### src/rtl/seq_alu_pkg.sv
// Shared opcode map and FSM encoding for the sequential ALU.
// Opcodes 0000-1000 keep the legacy combinational ALU meaning.
package seq_alu_pkg;

    localparam logic [3:0] OP_ADD     = 4'h0;
    localparam logic [3:0] OP_SUB     = 4'h1;
    localparam logic [3:0] OP_MUL     = 4'h2;
    localparam logic [3:0] OP_DIV     = 4'h3;
    localparam logic [3:0] OP_MOD     = 4'h4;
    localparam logic [3:0] OP_AND     = 4'h5;
    localparam logic [3:0] OP_OR      = 4'h6;
    localparam logic [3:0] OP_XOR     = 4'h7;
    localparam logic [3:0] OP_XNOR    = 4'h8;
    localparam logic [3:0] OP_SHL     = 4'h9;
    localparam logic [3:0] OP_SHR     = 4'hA;
    localparam logic [3:0] OP_ILL_MIN = 4'hB;

    typedef enum logic [1:0] {
        ST_IDLE = 2'd0,
        ST_DIV  = 2'd1,
        ST_DONE = 2'd2
    } state_e;

endpackage

### src/rtl/seq_alu_div.sv
// Iterative restoring divider: one quotient bit per cycle, W cycles per divide.
// done, quotient and remainder are valid during the final iteration cycle.
module seq_alu_div
    import seq_alu_pkg::*;
#(
    parameter int unsigned W = 8
) (
    input  logic         clk,
    input  logic         rst_n,
    input  logic         start,
    input  logic [W-1:0] dividend,
    input  logic [W-1:0] divisor,
    output logic         busy,
    output logic         done,
    output logic [W-1:0] quotient,
    output logic [W-1:0] remainder
);

    localparam int unsigned CW = $clog2(W + 1);

    logic [W-1:0]  r_rem;
    logic [W-1:0]  r_quo;
    logic [W-1:0]  r_dvs;
    logic [CW-1:0] r_cnt;
    logic          r_busy;

    logic [W:0]    w_shift;
    logic [W:0]    w_trial;
    logic [W-1:0]  w_rem_nxt;
    logic [W-1:0]  w_quo_nxt;

    // Partial remainder stays below the divisor, so W+1 bits cover the trial subtract.
    always_comb begin
        w_shift = {r_rem, r_quo[W-1]};
        w_trial = w_shift - {1'b0, r_dvs};
        if (w_trial[W]) begin
            w_rem_nxt = w_shift[W-1:0];
            w_quo_nxt = {r_quo[W-2:0], 1'b0};
        end else begin
            w_rem_nxt = w_trial[W-1:0];
            w_quo_nxt = {r_quo[W-2:0], 1'b1};
        end
    end

    always_ff @(posedge clk) begin
        if (!rst_n) begin
            r_rem  <= '0;
            r_quo  <= '0;
            r_dvs  <= '0;
            r_cnt  <= '0;
            r_busy <= 1'b0;
        end else if (start) begin
            r_rem  <= '0;
            r_quo  <= dividend;
            r_dvs  <= divisor;
            r_cnt  <= CW'(W);
            r_busy <= 1'b1;
        end else if (r_busy) begin
            r_rem <= w_rem_nxt;
            r_quo <= w_quo_nxt;
            r_cnt <= r_cnt - CW'(1);
            if (r_cnt == CW'(1)) begin
                r_busy <= 1'b0;
            end
        end
    end

    assign busy      = r_busy;
    assign done      = r_busy && (r_cnt == CW'(1));
    assign quotient  = w_quo_nxt;
    assign remainder = w_rem_nxt;

endmodule

### src/rtl/seq_alu.sv
// Sequential ALU with valid/ready handshakes, multi-cycle divide and status flags.
// Result and flags are registered and held in DONE until the sink takes them.
module seq_alu
    import seq_alu_pkg::*;
#(
    parameter int unsigned W = 8
) (
    input  logic           clk,
    input  logic           rst_n,
    input  logic           in_valid,
    output logic           in_ready,
    input  logic [W-1:0]   a,
    input  logic [W-1:0]   b,
    input  logic [3:0]     s,
    output logic           out_valid,
    input  logic           out_ready,
    output logic [2*W-1:0] y,
    output logic           flag_zero,
    output logic           flag_carry,
    output logic           flag_dz,
    output logic           flag_ill
);

    localparam int unsigned SHW = $clog2(W);

    state_e         r_state;
    logic           r_op_mod;
    logic [2*W-1:0] r_y;
    logic           r_zero;
    logic           r_carry;
    logic           r_dz;
    logic           r_ill;
    logic           r_out_valid;

    logic           w_accept;
    logic           w_div_start;
    logic           w_div_busy;
    logic           w_div_done;
    logic [W-1:0]   w_quo;
    logic [W-1:0]   w_rem;
    logic [2*W-1:0] w_a_ext;
    logic [2*W-1:0] w_b_ext;
    logic [2*W-1:0] w_sum;
    logic [2*W-1:0] w_diff;
    logic [2*W-1:0] w_prod;
    logic [2*W-1:0] w_y;
    logic [2*W-1:0] w_div_y;
    logic           w_carry;
    logic           w_dz;
    logic           w_ill;

    assign in_ready    = (r_state == ST_IDLE);
    assign w_accept    = in_valid && in_ready;
    assign w_div_start = w_accept && ((s == OP_DIV) || (s == OP_MOD)) && (b != '0);

    assign w_a_ext = {{W{1'b0}}, a};
    assign w_b_ext = {{W{1'b0}}, b};
    assign w_sum   = w_a_ext + w_b_ext;
    assign w_diff  = w_a_ext - w_b_ext;
    assign w_prod  = w_a_ext * w_b_ext;
    assign w_div_y = r_op_mod ? {{W{1'b0}}, w_rem} : {{W{1'b0}}, w_quo};

    // Single-cycle ops, including the divide-by-zero shortcut, straight from the inputs.
    always_comb begin
        w_y     = '0;
        w_carry = 1'b0;
        w_dz    = 1'b0;
        w_ill   = 1'b0;
        case (s)
            OP_ADD: begin
                w_y     = w_sum;
                w_carry = w_sum[W];
            end
            OP_SUB: begin
                w_y     = w_diff;
                w_carry = (a < b);
            end
            OP_MUL:  w_y = w_prod;
            OP_DIV: begin
                w_y  = {{W{1'b0}}, {W{1'b1}}};
                w_dz = 1'b1;
            end
            OP_MOD: begin
                w_y  = w_a_ext;
                w_dz = 1'b1;
            end
            OP_AND:  w_y = w_a_ext & w_b_ext;
            OP_OR:   w_y = w_a_ext | w_b_ext;
            OP_XOR:  w_y = w_a_ext ^ w_b_ext;
            OP_XNOR: w_y = {{W{1'b0}}, ~(a ^ b)};
            OP_SHL:  w_y = w_a_ext << b[SHW-1:0];
            OP_SHR:  w_y = w_a_ext >> b[SHW-1:0];
            default: w_ill = (s >= OP_ILL_MIN);
        endcase
    end

    seq_alu_div #(
        .W (W)
    ) u_div (
        .clk       (clk),
        .rst_n     (rst_n),
        .start     (w_div_start),
        .dividend  (a),
        .divisor   (b),
        .busy      (w_div_busy),
        .done      (w_div_done),
        .quotient  (w_quo),
        .remainder (w_rem)
    );

    always_ff @(posedge clk) begin
        if (!rst_n) begin
            r_state     <= ST_IDLE;
            r_op_mod    <= 1'b0;
            r_y         <= '0;
            r_zero      <= 1'b0;
            r_carry     <= 1'b0;
            r_dz        <= 1'b0;
            r_ill       <= 1'b0;
            r_out_valid <= 1'b0;
        end else begin
            unique case (r_state)
                ST_IDLE: begin
                    if (w_div_start) begin
                        r_op_mod <= (s == OP_MOD);
                        r_state  <= ST_DIV;
                    end else if (w_accept) begin
                        r_y         <= w_y;
                        r_zero      <= (w_y == '0);
                        r_carry     <= w_carry;
                        r_dz        <= w_dz;
                        r_ill       <= w_ill;
                        r_out_valid <= 1'b1;
                        r_state     <= ST_DONE;
                    end
                end
                ST_DIV: begin
                    if (w_div_done) begin
                        r_y         <= w_div_y;
                        r_zero      <= (w_div_y == '0);
                        r_carry     <= 1'b0;
                        r_dz        <= 1'b0;
                        r_ill       <= 1'b0;
                        r_out_valid <= 1'b1;
                        r_state     <= ST_DONE;
                    end else if (!w_div_busy) begin
                        r_state <= ST_IDLE;
                    end
                end
                ST_DONE: begin
                    if (out_ready) begin
                        r_out_valid <= 1'b0;
                        r_state     <= ST_IDLE;
                    end
                end
                default: r_state <= ST_IDLE;
            endcase
        end
    end

    assign out_valid  = r_out_valid;
    assign y          = r_y;
    assign flag_zero  = r_zero;
    assign flag_carry = r_carry;
    assign flag_dz    = r_dz;
    assign flag_ill   = r_ill;

endmodule

### config.mk
export PLATFORM = sky130hd
export DESIGN_NAME = seq_alu
export DESIGN_NICKNAME = d
export VERILOG_FILES = /design/src/rtl/seq_alu_pkg.sv /design/src/rtl/seq_alu_div.sv /design/src/rtl/seq_alu.sv
export SDC_FILE = /design/constraint.sdc
export NUM_CORES = 1
export LEC_CHECK = 0
export BUFFER_PORTS_ARGS = -buffer_cell sky130_fd_sc_hd__buf_2
export CORE_MARGIN = 2
export CORE_UTILIZATION = 45
export CTS_CLUSTER_DIAMETER = 120
export DETAILED_ROUTE_END_ITERATION = 10
export PLACE_DENSITY_LB_ADDON = 0.15
export SLEW_MARGIN = 20
export SYNTH_ARGS = -nofsm -noshare
export SYNTH_HDL_FRONTEND = slang
export SYNTH_SLANG_ARGS = --single-unit
### constraint.sdc
create_clock -name clk -period 16.5 [get_ports clk]
set_input_delay 1.65 -clock clk [delete_from_list [all_inputs] [get_ports clk]]
set_output_delay 1.65 -clock clk [all_outputs]
set_load 0.01 [all_outputs]
==> results of run 1 <==
-- synthesized netlist by cell type (4+ instances only) --
master	n	area [um2]
sky130_fd_sc_hd__nor3b_1	5	37.5
sky130_fd_sc_hd__mux2i_1	30	300
sky130_fd_sc_hd__o211a_1	4	40.0
sky130_fd_sc_hd__buf_2	11	55.1
sky130_fd_sc_hd__o22ai_1	9	56.3
sky130_fd_sc_hd__buf_1	4	15.0
sky130_fd_sc_hd__nor3_1	14	70.1
sky130_fd_sc_hd__o2111ai_1	6	52.6
sky130_fd_sc_hd__nand2b_1	12	75.1
sky130_fd_sc_hd__inv_1	92	345
sky130_fd_sc_hd__mux2_2	4	45.0
sky130_fd_sc_hd__fa_1	39	781
sky130_fd_sc_hd__a22oi_1	17	128
sky130_fd_sc_hd__ha_1	71	888
sky130_fd_sc_hd__clkinv_1	4	15.0
sky130_fd_sc_hd__dfxtp_1	53	1060
sky130_fd_sc_hd__o211ai_1	6	45.0
sky130_fd_sc_hd__nand2_1	54	203
sky130_fd_sc_hd__nand3_1	13	65.1
sky130_fd_sc_hd__a21oi_1	51	255
sky130_fd_sc_hd__xnor2_1	16	140
sky130_fd_sc_hd__o21a_1	6	45.0
sky130_fd_sc_hd__o21ai_1	8	40.0
sky130_fd_sc_hd__clkbuf_1	36	135
sky130_fd_sc_hd__xor2_1	7	61.3
sky130_fd_sc_hd__and2_1	12	75.1
sky130_fd_sc_hd__nor2b_1	12	75.1
sky130_fd_sc_hd__nor4_1	7	43.8
sky130_fd_sc_hd__o21ai_0	33	165
sky130_fd_sc_hd__a31oi_1	6	37.5
sky130_fd_sc_hd__a21o_1	11	82.6
sky130_fd_sc_hd__a211oi_1	27	203
sky130_fd_sc_hd__nor2_1	137	514
sky130_fd_sc_hd__a211o_1	5	43.8
-- worst max-delay path by stage --
stage,start,endpoint,slack (ns),cells after the start
final,b[2],flag_zero$_SDFFE_PN0P_,9.44,19
after global routing,b[2],flag_zero$_SDFFE_PN0P_,9.06,19
after CTS,b[2],flag_zero$_SDFFE_PN0P_,9.48,19
after detailed placement,b[2],flag_zero$_SDFFE_PN0P_,9.21,19
after global placement,b[2],flag_zero$_SDFFE_PN0P_,9.32,19
after floorplan,a[2],flag_zero$_SDFFE_PN0P_,9.80,19
-- layout make-up --
cell class	count	area (um2)
clock buffers	7	153
clock inverters	1	5.00
fillers	1563	7820
inverters	99	372
multi-input cells	695	5310
flip-flops and latches	53	1060
well taps	188	235
repair buffers	48	248
-- cells by family after synthesis --
kind of cell / Yosys count / synth area share
adders and majority gates: 110 / 0.239
DFF: 53 / 0.152
and+or+nand+nor: 294 / 0.201
AOI/OAI and AO/OA: 228 / 0.224
buffers and inverters: 154 / 0.0880
muxes: 40 / 0.0672
xor gates and xnor gates: 23 / 0.0289
-- worst max-delay path: stages --
cell and delay (ns):
sky130_fd_sc_hd__buf_2 0.39, sky130_fd_sc_hd__inv_2 0.25, sky130_fd_sc_hd__nor2_1 0.28, sky130_fd_sc_hd__fa_1 0.46, sky130_fd_sc_hd__fa_1 0.52, sky130_fd_sc_hd__fa_1 0.54, sky130_fd_sc_hd__inv_1 0.06, sky130_fd_sc_hd__fa_1 0.53
sky130_fd_sc_hd__inv_1 0.04, sky130_fd_sc_hd__ha_1 0.23, sky130_fd_sc_hd__nor3_1 0.32, sky130_fd_sc_hd__o21ai_1 0.16, sky130_fd_sc_hd__a21oi_1 0.20, sky130_fd_sc_hd__xnor2_1 0.12, sky130_fd_sc_hd__a211o_1 0.35, sky130_fd_sc_hd__or3_1 0.37
sky130_fd_sc_hd__or4_1 0.44, sky130_fd_sc_hd__nor4_2 0.22, sky130_fd_sc_hd__a31o_1 0.17
-- power groups by stage --
stage	logic, mW	clock network [mW]	registers [mW]
3_5_place_dp	0.325	0	0.141
2_1_floorplan	0.245	0	0.141
3_3_place_gp	0.327	0	0.141
4_1_cts	0.328	0.114	0.138
6_report	0.330	0.112	0.138
5_1_grt	0.372	0.119	0.139
-- registers in the layout, summed over array words and instances (netlist names), 2 cells and up --
| name | count |
|---|---|
| u_div.r_quo | 8 |
| u_div.r_rem | 8 |
| y | 16 |
| u_div.r_dvs | 8 |
| u_div.r_cnt | 4 |
| r_state | 2 |
-- layout by cell type (no fill, tap or decap), types with 11 or more instances in the layout --
cell type and instances:
sky130_fd_sc_hd__nor2_1 137, sky130_fd_sc_hd__a21o_1 11, sky130_fd_sc_hd__nand2b_1 12, sky130_fd_sc_hd__dfxtp_1 53, sky130_fd_sc_hd__mux2i_1 30, sky130_fd_sc_hd__nand2_1 54, sky130_fd_sc_hd__fa_1 39, sky130_fd_sc_hd__o21ai_0 33
sky130_fd_sc_hd__nor2b_1 12, sky130_fd_sc_hd__nor3_1 14, sky130_fd_sc_hd__inv_1 92, sky130_fd_sc_hd__a22oi_1 17, sky130_fd_sc_hd__ha_1 71, sky130_fd_sc_hd__xnor2_1 16, sky130_fd_sc_hd__a211oi_1 27, sky130_fd_sc_hd__buf_2 45
sky130_fd_sc_hd__a21oi_1 51, sky130_fd_sc_hd__and2_1 12, sky130_fd_sc_hd__nand3_1 13
-- per-stage QoR --
stage	worst slack, ns	power [mW]	std cells	util	hold slack, ns
floorplan	9.80	0.386	902	-	0.455
global placement	9.32	0.467	1083	0.475	0.455
detailed placement	9.21	0.466	1083	0.475	0.470
CTS	9.48	0.579	1091	0.485	0.479
global route	9.06	0.630	1091	0.486	0.495
finish	9.44	0.579	1091	0.486	0.478
-- layer usage --
layer | vias to the layer above | GRT usage | wire (um)
met5 | - | 0 | 0
met4 | 0 | 0.0697 | 518
met3 | 46 | 0.0649 | 2150
met2 | 315 | 0.391 | 9120
met1 | 3130 | 0.392 | 9610
li1 | 3145 | - | -
==> impl_metrics.ini, run 1 <==
[grt]
grt_overflow = 0
grt_usage = 0.266
antenna_violations_before_repair = 0
maximum_number_of_pins_on_one_net_before_global_route_repair = 40
grt_pass1_vias = 6127
grt_first_pass_wirelength_mm = 34.4

[place]
dpl-instance-area_um2 = 7220
gp_congestion = 0.939
place_hpwl_mm = 16.3
place.port_buffers = 45

[critical_path]
crit_path_max_fanout = 25
r2r_start = u_div.r_quo[7]$_SDFFE_PN0P_
timing.critical_path.required_ns = 16.73
worst_r2r_path_depth = 12
worstSetupEndpointType = register
crit_arrival_ns = 7.29
crit_type = input port to register
r2r_slack_ns = 12.59
crit-reg2reg-capture = flag_zero$_SDFFE_PN0P_
worstSetupStartpointType = input port

[min_path]
timing.hold.worst.class = register to register
min-delay-start = y[7]$_SDFFE_PN0P_
min_delay_worst_endpoint = y[7]$_SDFFE_PN0P_
min_delay_path_depth = 2

[timing]
fin_skew_ns = 0.00759
post_layout_minimum_cycle_time_ns = 7.06
relSlewSlack = 0.290
tns_ns = 0
rsz0062_at_grt = false
number_of_setup_violations_in_the_final_report = 0
fmaxAchievable_ghz = 0.142
final_min_period_over_clock_period = 0.428
hold_viol = 0
finalMaxSlewViolations = 0
worst-slew-pin-transition_ns = 1.05

[pwr]
maximum_vdd_drop_mv = 0.0579
pwr-share-seq = 0.238
comb_power_share = 0.569
p_switching_mw = 0.249
share_clk_of_total_power = 0.193
power_density_of_the_placed_cells_nw_per_um2 = 78.4
cell_internal_pwr_mw = 0.330
switching_share = 0.430
power.static_leakage_nw = 3.31

[synth]
synth_sequential_area_ratio = 0.152
ys_types = 83
synth_enable_flop_cells = 0
ffs_latches_synth = 53
synth-async-reset-ratio = 0
postSynthCellCount = 902
post_synthesis_net_count = 1036
ys.warnings.count = 0
mean_cell_area_of_the_mapped_netlist_um2 = 7.74
ys_flop_type = sky130_fd_sc_hd__dfxtp_1
mappedNetlistArea_um2 = 6980

[cts]
clock_latency_ns = 0.30
cts-hold-fix-buffers = 0
cts.path.max_buffers = 2
cts-buffers-inserted = 5
tritoncts = yes
number_of_h_tree_levels = 2
cts_setup_buffers = 0
total_number_of_clock_tree_sinks = 53
cts.reportedPaths.clkPinSlew_ns = 0.07
ctsResizeCount = 0
clock-root-buffer = sky130_fd_sc_hd__clkbuf_16

[floorplanning]
core_region_area_um2 = 15200
dieArea_um2 = 16500
fp.dieH_um = 129
die_w_um = 129
rows = 45
pin_count = 46
start_util = 0.459

[cells_and_area]
final_layout_size_suffix_gt1_frac = 0.0941
final_instance_area_um2 = 7390
num-nets-final = 1036
area_growth_from_synthesis_to_layout_pct = 5.79
diodes = 0

[routing]
detailedRoute.firstPassIterationCount = 5
route.detailed.vias_per_inst = 6.08
first_iter_violations = 821
route.vias.total = 6636
drt.antenna.violating_nets = 0
drt-wirelength-per-cell_um = 19.6
postRouteWirelength_mm = 21.4
route.detailed.drc = 0

[run_status]
outcome = finished clean

[job]
max-cap-violations = 0
Note: power is estimated with default switching activity, not from simulation.
==> run 2, diff against run 1 <==
clock period = 5.8 ns   (was 16.5 ns; I/O delays follow)
==> impl_metrics.ini, run 2 (synthesis results as in run 1) <==
[floorplanning]
die_w_um = 129
pin_count = 46
rows = 45
core_region_area_um2 = 15200
fp.dieH_um = 129
start_util = 0.459
dieArea_um2 = 16500

[critical_path]
worstSetupStartpointType = input port
crit_path_max_fanout = 5
worst_path_max_delay_cell = sky130_fd_sc_hd__fa_1
crit_arrival_ns = 5.78
worstSetupEndpointType = register
r2r_slack_ns = 1.99
cpMostUsedCell = sky130_fd_sc_hd__fa_1
critical_path_cell_by_cell = buf_2 > inv_1 > nor2_1 > fa_1 > fa_1 > inv_1 > fa_1 > fa_1 > inv_1 > ha_1 > a211oi_1 > o21ai_1 > a21oi_1 > xnor2_1 > a211o_1 > or3_1 > or4_1 > nor4_2 > a31o_1
crit_type = input port to register
timing.critical_path.required_ns = 6.04
cp_slowest_stage_delay_ns = 0.55

[cells_and_area]
final_layout_size_suffix_gt1_frac = 0.132
layout.cells.most_common = sky130_fd_sc_hd__nor2_1
diodes = 0
num-nets-final = 1077
layout_common_cells = sky130_fd_sc_hd__nor2_1, sky130_fd_sc_hd__inv_1, sky130_fd_sc_hd__ha_1
area_growth_from_synthesis_to_layout_pct = 10.4
largest_reg_flops = 16
final_core_utilization = 0.507

[cts]
cts-hold-fix-buffers = 0
clock-root-buffer = sky130_fd_sc_hd__clkbuf_16
cts-buffers-inserted = 5
clock_latency_ns = 0.29
cts.path.max_buffers = 2
cts.reportedPaths.clkPinSlew_ns = 0.07
cts_setup_buffers = 0
number_of_h_tree_levels = 2
ctsResizeCount = 0
tritoncts = yes
total_number_of_clock_tree_sinks = 53

[timing]
hold_viol = 0
rsz0062_at_grt = false
number_of_setup_violations_in_the_final_report = 0
final_min_period_over_clock_period = 0.955
relSlewSlack = 0.334
worst-slew-pin-transition_ns = 0.984
tns_ns = 0
fmaxAchievable_ghz = 0.181
fin_skew_ns = 0.00339
finalMaxSlewViolations = 0
post_layout_minimum_cycle_time_ns = 5.54

[routing]
drt.antenna.violating_nets = 0
route.vias.total = 6732
first_iter_violations = 773
route.detailed.drc = 0
route.detailed.vias_per_inst = 5.95
detailedRoute.firstPassIterationCount = 5
postRouteWirelength_mm = 21.5
drt-wirelength-per-cell_um = 19.0

[pwr]
power_density_of_the_placed_cells_nw_per_um2 = 220
power.static_leakage_nw = 3.50
maximum_vdd_drop_mv = 0.213

[place]
gp_congestion = 0.948
place_hpwl_mm = 17.2
place.port_buffers = 45

[grt]
antenna_violations_before_repair = 0
grt_overflow = 0
maximum_number_of_pins_on_one_net_before_global_route_repair = 40
grt_first_pass_wirelength_mm = 34.3
grt_pass1_vias = 6291
grt_usage = 0.265

[run_status]
outcome = finished clean

[min_path]
timing.hold.worst.class = register to register

[job]
max-cap-violations = 0
## run 2: cell types whose count changed in the layout (fill, tap and decap cells not counted)
cell	delta
sky130_fd_sc_hd__buf_12	+2
sky130_fd_sc_hd__clkinv_2	-1
sky130_fd_sc_hd__clkinvlp_4	+2
sky130_fd_sc_hd__buf_4	+39
sky130_fd_sc_hd__clkbuf_8	-2
sky130_fd_sc_hd__clkbuf_1	+1
## run 2: cell type report
class / count / area (um2)
fill: 1541 / 7500
multi-input combinational: 695 / 5310
sequential: 53 / 1060
timing repair buffer: 89 / 581
inverter: 99 / 372
tap: 188 / 235
clock buffer: 6 / 129
clock inverter: 2 / 15.0
## run 2: path summary, 6_finish.rpt
path | start | end | cells past startpoint
setup / recovery | b[4] | flag_zero$_SDFFE_PN0P_ | 19
hold / removal | y[7]$_SDFFE_PN0P_ | y[7]$_SDFFE_PN0P_ | 2
setup reg to reg | u_div.r_quo[7]$_SDFFE_PN0P_ | flag_zero$_SDFFE_PN0P_ | 12
hold reg to reg | y[7]$_SDFFE_PN0P_ | y[7]$_SDFFE_PN0P_ | 2
## run 2: report_power, final
| group | total (mW) | leakage, nW | switching (mW) | internal, mW |
|---|---|---|---|---|
| Sequential | 0.392 | 0.430 | 0.0117 | 0.380 |
| Combinational | 1.00 | 3.00 | 0.581 | 0.424 |
| Clock | 0.297 | 0.0631 | 0.137 | 0.160 |
| Total | 1.69 | 3.50 | 0.730 | 0.964 |
## run 2: metrics by stage
step	cells	setup slack, ns	power, mW	hold slack (ns)	cell area [um2]
floorplan	902	0.171	1.10	0.455	6980
global placement	1124	0.153	1.40	0.457	7550
detailed placement	1124	0.0382	1.40	0.459	7550
CTS	1132	0.325	1.70	0.474	7700
global route	1132	0.108	1.84	0.489	7700
finish	1132	0.260	1.69	0.469	7700
## run 2: critical path, delay by kind of cell
| kind | cells | cell delay, ns |
|---|---|---|
| compound gates | 5 | 1.22 |
| xor+xnor | 1 | 0.14 |
| simple gates | 4 | 1.12 |
| fa+ha+maj | 5 | 2.26 |
| buf+inv | 4 | 0.44 |
## run 2: routing by layer
layer  GRT usage  routed length (um)  up-vias
li1            -                   -     3228
met1       0.386                9650     3172
met2       0.401                9350      301
met3      0.0574                2020       31
met4      0.0633                 439        0
met5           0                   0        -
